$ cat src/rtl/mem_responder.sv
// Bus-side word memory that answers one read/write request at a time.
// Tracks a per-word written bit so reads of unwritten words are flagged.
module mem_responder #(
  parameter int ADDR_W  = 7,
  parameter int DATA_W  = 16,
  parameter int LATENCY = 2
) (
  input  logic              Clock,
  input  logic              Resetn,
  input  logic              req,
  input  logic              wr,
  input  logic [ADDR_W-1:0] addr,
  input  logic [DATA_W-1:0] wdata,
  output logic [DATA_W-1:0] rdata,
  output logic              ack,
  output logic              err,
  output logic              busy
);

  localparam int DEPTH = 1 << ADDR_W;

  generate
    if (LATENCY < 1 || LATENCY > 15) begin : g_bad_latency
      $error("mem_responder: LATENCY must be within 1..15");
    end
  endgenerate

  typedef enum logic [1:0] {
    S_IDLE,
    S_BUSY,
    S_RESP
  } state_e;

  state_e            state_q, state_d;
  logic [3:0]        cnt_q, cnt_d;
  logic              wr_q, wr_d;
  logic [ADDR_W-1:0] addr_q, addr_d;
  logic [DATA_W-1:0] wdata_q, wdata_d;
  logic [DATA_W-1:0] rdata_q, rdata_d;
  logic              err_q, err_d;
  logic [DEPTH-1:0]  written_q, written_d;
  logic              mem_we;

  logic [DATA_W-1:0] mem_q [DEPTH];

  always_ff @(posedge Clock) begin
    if (Resetn) begin
      state_q   <= S_IDLE;
      cnt_q     <= '0;
      wr_q      <= 1'b0;
      addr_q    <= '0;
      wdata_q   <= '0;
      rdata_q   <= '0;
      err_q     <= 1'b0;
      written_q <= '0;
    end else begin
      state_q   <= state_d;
      cnt_q     <= cnt_d;
      wr_q      <= wr_d;
      addr_q    <= addr_d;
      wdata_q   <= wdata_d;
      rdata_q   <= rdata_d;
      err_q     <= err_d;
      written_q <= written_d;
    end
  end

  // Array contents survive reset; only the written bits are cleared.
  always_ff @(posedge Clock) begin
    if (!Resetn && mem_we) begin
      mem_q[addr_q] <= wdata_q;
    end
  end

  always_comb begin
    state_d   = state_q;
    cnt_d     = cnt_q;
    wr_d      = wr_q;
    addr_d    = addr_q;
    wdata_d   = wdata_q;
    rdata_d   = rdata_q;
    err_d     = err_q;
    written_d = written_q;
    mem_we    = 1'b0;
    unique case (state_q)
      S_IDLE: begin
        if (req) begin
          wr_d    = wr;
          addr_d  = addr;
          wdata_d = wdata;
          cnt_d   = 4'(LATENCY - 1);
          state_d = S_BUSY;
        end
      end
      S_BUSY: begin
        if (cnt_q != 4'd0) begin
          cnt_d = cnt_q - 4'd1;
        end else begin
          state_d = S_RESP;
          if (wr_q) begin
            mem_we            = 1'b1;
            written_d[addr_q] = 1'b1;
            err_d             = 1'b0;
          end else if (written_q[addr_q]) begin
            rdata_d = mem_q[addr_q];
            err_d   = 1'b0;
          end else begin
            rdata_d = '0;
            err_d   = 1'b1;
          end
        end
      end
      S_RESP: begin
        state_d = S_IDLE;
        err_d   = 1'b0;
      end
      default: begin
        state_d = S_IDLE;
      end
    endcase
  end

  assign rdata = rdata_q;
  assign err   = err_q;
  assign ack   = (state_q == S_RESP);
  assign busy  = (state_q != S_IDLE);

endmodule

$ cat config.mk
export PLATFORM = sky130hd
export DESIGN_NAME = mem_responder
export DESIGN_NICKNAME = d
export VERILOG_FILES = /design/src/rtl/mem_responder.sv
export SDC_FILE = /design/constraint.sdc
export NUM_CORES = 2
export LEC_CHECK = 0
export BUFFER_PORTS_ARGS = -buffer_cell sky130_fd_sc_hd__buf_4
export CAP_MARGIN = 10
export CELL_PAD_IN_SITES_DETAIL_PLACEMENT = 0
export CELL_PAD_IN_SITES_GLOBAL_PLACEMENT = 1
export CORE_MARGIN = 2
export CORE_UTILIZATION = 25
export DETAILED_ROUTE_END_ITERATION = 16
export GPL_ROUTABILITY_DRIVEN = 0
export PLACE_DENSITY_LB_ADDON = 0.08
export SYNTH_ARGS = -nofsm -noshare
export SYNTH_HDL_FRONTEND = slang
export SYNTH_SLANG_ARGS = --single-unit
$ cat constraint.sdc
create_clock -name Clock -period 10.1 [get_ports Clock]
set_clock_uncertainty 0.1 [all_clocks]
set_input_delay 0.505 -clock Clock [delete_from_list [all_inputs] [get_ports Clock]]
set_output_delay 0.505 -clock Clock [all_outputs]
set_load 0.02 [all_outputs]
==> impl_results.html <==
<table>
<tr><th>Metric</th><th>Value</th></tr>
<tr><th colspan="2">Pwr</th></tr>
<tr><td>Leakage power</td><td>roughly 0.03 µW</td></tr>
<tr><td>Maximum vdd drop</td><td>about 0.00011 V</td></tr>
<tr><td>Pwr dens</td><td>a little over 200 mW/mm²</td></tr>
<tr><th colspan="2">Global routing</th></tr>
<tr><td>Via count of the first global-routing pass</td><td>between 40000 and 50000</td></tr>
<tr><td>Pin count of the biggest net entering global routing</td><td>98</td></tr>
<tr><td>Number of antenna violations at the first check in global routing</td><td>15</td></tr>
<tr><td>All-Layer GR Usage</td><td>0.169</td></tr>
<tr><td>Grt total ovfl</td><td>0</td></tr>
<tr><td>Wire length of the first global-routing pass</td><td>between 400000 and 500000 µm</td></tr>
<tr><th colspan="2">Clock tree</th></tr>
<tr><td>Total clock buffers created by CTS</td><td>274</td></tr>
<tr><td>Number of sinks driven by the clock tree</td><td>2230</td></tr>
<tr><td>Latest clock arrival within the worst-skew pair</td><td>roughly 0.9 ns</td></tr>
<tr><td>CTS clock-pin slew for the worst setup and hold paths</td><td>0.06 ns</td></tr>
<tr><td>Clock tree root buffer cell</td><td>clkbuf_16</td></tr>
<tr><td>Clock H-tree levels</td><td>5</td></tr>
<tr><td>TritonCTS clock tree</td><td>yes</td></tr>
<tr><td># Post-CTS Setup Buffers</td><td>0</td></tr>
<tr><td>Worst-case clock buffer depth</td><td>4</td></tr>
<tr><th colspan="2">Synthesis</th></tr>
<tr><td>Post-synthesis share of cell area spent on full adders, half adders and majority gates</td><td>0.000291</td></tr>
<tr><td>Cell Area, Synth</td><td>0.0859 mm²</td></tr>
<tr><td>Number of synthesized register bits</td><td>between 2000 and 2500</td></tr>
<tr><td>Multiplexer fraction of the synthesized cell area</td><td>0.164</td></tr>
<tr><td>Mapped Nets</td><td>4198</td></tr>
<tr><td>Xor/xnor cell area share of the yosys netlist</td><td>0.000204</td></tr>
<tr><td>Share of synthesized flip-flops with an asynchronous set or reset</td><td>0</td></tr>
<tr><td>Number of synthesized flops with an enable pin</td><td>~2000</td></tr>
<tr><td>Complex-gate fraction of the synthesized area</td><td>0.0334</td></tr>
<tr><td>Most frequent cell after synthesis</td><td>edfxtp_1</td></tr>
<tr><td>Area contributors post-synth</td><td>edfxtp_1, mux4_2, dfxtp_1</td></tr>
<tr><td>Portion of synthesized cell area occupied by the leading cell type</td><td>0.716</td></tr>
<tr><td>Area fraction in and, or, nand and nor cells after synthesis</td><td>0.0218</td></tr>
<tr><td>Primary FF master, synth</td><td>edfxtp_1</td></tr>
<tr><td>Synth area leader</td><td>edfxtp_1</td></tr>
<tr><td>Sequential fraction of the synthesis area</td><td>0.759</td></tr>
<tr><td>Number of distinct library cells after synthesis</td><td>between 60 and 70</td></tr>
<tr><td>Largest family of logic cells by synthesized area</td><td>multiplexers</td></tr>
<tr><td>Commonest cells in the netlist</td><td>edfxtp_1, mux4_2, dfxtp_1</td></tr>
<tr><td>Cells after Synth</td><td>~4200</td></tr>
<tr><td>Ys Warns</td><td>0</td></tr>
<tr><td>Mean Syn Cell Area</td><td>roughly 20 µm²</td></tr>
<tr><th colspan="2">Job</th></tr>
<tr><td>Maximum Capacitance Violations</td><td>0</td></tr>
<tr><th colspan="2">Worst hold path</th></tr>
<tr><td>Kind of path behind the tightest hold check</td><td>in2reg</td></tr>
<tr><th colspan="2">Worst setup path</th></tr>
<tr><td>Slowest stage cell, crit path</td><td>nand2b_1</td></tr>
<tr><td>Req. time, crit path</td><td>roughly 11 ns</td></tr>
<tr><td>Count of buffering cells on the critical path with inverters included</td><td>2</td></tr>
<tr><td>Data arrival time of the critical path</td><td>approximately 5.6 ns</td></tr>
<tr><td>CP max FO</td><td>62</td></tr>
<tr><td>Critical path start-end classification</td><td>reg2reg</td></tr>
<tr><td>Crit-path leading delay family</td><td>simple AND/OR/NAND/NOR gates</td></tr>
<tr><td>Flop-to-flop setup slack</td><td>around 5.1 ns</td></tr>
<tr><td>CP Launch Type</td><td>flop</td></tr>
<tr><td>Crit path capture type</td><td>flop</td></tr>
<tr><td>Ordered list of cells on the worst path</td><td>buf_12, buf_4, nand2b_1, o21ai_0, nor4_2, a211o_1, o211ai_1, a22o_1</td></tr>
<tr><td>Largest stage delay on the critical path</td><td>about 1.0 ns</td></tr>
<tr><th colspan="2">Placement</th></tr>
<tr><td>HPWL Detailed</td><td>approximately 180000 µm</td></tr>
<tr><td>Number of buffers inserted by port buffering</td><td>45</td></tr>
<tr><th colspan="2">Die</th></tr>
<tr><td>Die Span X</td><td>between 500 and 600 µm</td></tr>
<tr><td>Die H</td><td>roughly 600 µm</td></tr>
<tr><td>Row count</td><td>215</td></tr>
<tr><td>Ports</td><td>46</td></tr>
<tr><td>Die area</td><td>between 0.3 and 0.4 mm²</td></tr>
<tr><td>Area of the placeable core</td><td>~0.34 mm²</td></tr>
<tr><td>Starting utilization of the core area</td><td>0.251</td></tr>
<tr><th colspan="2">Detailed routing</th></tr>
<tr><td>DRT antenna net count</td><td>0</td></tr>
<tr><td>Number of detailed-route iterations in the first pass</td><td>6</td></tr>
<tr><td>Vias post-DR</td><td>about 43000</td></tr>
<tr><td>DRT iter0 DRCs</td><td>about 4300</td></tr>
<tr><td>Via-per-instance ratio</td><td>approximately 4.7</td></tr>
<tr><td>Drt wl/cell</td><td>32.2 µm</td></tr>
<tr><td>Wirelength, routed</td><td>298000 µm</td></tr>
<tr><td>Post-detailed-route DRC marker count</td><td>0</td></tr>
<tr><th colspan="2">STA</th></tr>
<tr><td>RSZ-0062 raised after global routing</td><td>no</td></tr>
<tr><td>Max Clk Rate</td><td>between 0.2 and 0.25 GHz</td></tr>
<tr><td>Shortest clock period the worst path allows after layout</td><td>roughly 5.0 ns</td></tr>
<tr><td>Worst hold slack across all endpoints</td><td>between 0.09 and 0.1 ns</td></tr>
<tr><td>Final worst path period share</td><td>0.493</td></tr>
<tr><td>Number of hold violations in the final report</td><td>0</td></tr>
<tr><td>Max-slew violations</td><td>0</td></tr>
<tr><td>Setup total negative slack</td><td>0 ns</td></tr>
<tr><td>Count of final setup violators</td><td>0</td></tr>
<tr><td>Least-Margin Pin Slew</td><td>between 1 and 1.5 ns</td></tr>
<tr><td>Worst slew margin relative to its limit</td><td>0.160</td></tr>
<tr><th colspan="2">Layout</th></tr>
<tr><td>Net count of the finished layout</td><td>approximately 4500</td></tr>
<tr><td>Number of fill cells in the layout</td><td>about 33000</td></tr>
<tr><td>Fraction of final layout cells with drive strength greater than 1</td><td>0.294</td></tr>
<tr><td>Layout overhead on the synthesized area</td><td>18.6%</td></tr>
<tr><th colspan="2">Run status</th></tr>
<tr><td>Run status</td><td>completed</td></tr>
</table>
## power breakdown
part	internal (µW)	switching, µW	leakage (µW)	total, µW
registers	10100	125	0.0194	10300
logic	419	869	0.00643	1290
clock network	5690	3930	0.00422	9630
## per-layer routing
layer / share of wire / GRT usage
met5: 0 / 0
met4: 0.027 / 0.0437
met3: 0.050 / 0.0285
met2: 0.47 / 0.269
met1: 0.45 / 0.238
## what timing repair did
| action | in CTS | in global routing |
|---|---|---|
| endpoints found under the hold margin | 30 | 0 |
| endpoints found under the setup margin | 0 | 0 |
| resized for setup | 0 | 0 |
| hold buffers | 24 | 0 |
## tightest hold or removal path: cells and delay by family
kind            cells  cell delay (ns)
compound gates      1             0.15
buf+inv             2             0.31
simple gates        1             0.04
## area by class of cell
cell class              count  area, µm²  share of cell area
flip-flops and latches   2230      65200               0.641
multi-input cells        1541      19300               0.190
clock buffers             355       7450              0.0732
repair buffers            273       2350              0.0230
clock inverters           125       1200              0.0118
inverters                 139        528             0.00519
diodes                     10       25.0            0.000246
well taps                4557       5700              0.0560
## cells in the final DEF (no fill, tap or decap), drive strengths merged, types with 18 or more instances in the layout
cell type,count
edfxtp,2048
mux4,558
clkbuf,355
buf,249
dfxtp,182
nor2,171
o22ai,150
inv,149
mux2i,118
nand2,112
clkinv,95
a21oi,57
a211oi,41
nor2b,35
o21ai,34
mux2,28
a221oi,27
dlygate4sd3,24
a22oi,22
nand3,22
bufinv,19
nor3,18
a22o,18
## state kept, by name, indices dropped and copies added, names as in the netlist, named ones only
signal     count
rdata         16
cnt_q          4
addr_q         7
state_q        2
wdata_q       16
wr_q           1
written_q    128
err            1
mem_q       2048
## metrics by stage
step,cells,util,power (µW),setup slack [ns],instance area (µm²)
after detailed placement,8715,0.271,11800,5.02,92900
final,9230,0.297,21200,5.12,102000
after global placement,8707,0.271,11800,4.24,92700
after global routing,9221,0.297,21900,4.94,102000
after floorplan,4169,-,11100,6.86,85900
after CTS,9219,0.297,21500,5.03,102000
## logic make-up after synthesis
group           count (synthesis)
flops                        2230
mux                           704
compound gates                419
simple gates                  414
buf+inv                       398
xor+xnor                        2
fa+ha+maj                       2
## worst paths after layout
check | from | endpoint | cells after the start
worst max-delay path | flop | rdata[3] | 8
worst min-delay path | req | state_q[0] | 4
worst max register to register | flop | rdata[3] | 8
worst min register to register | written_q[13] | written_q[13] | 2
(Power assumes the default switching activity.)
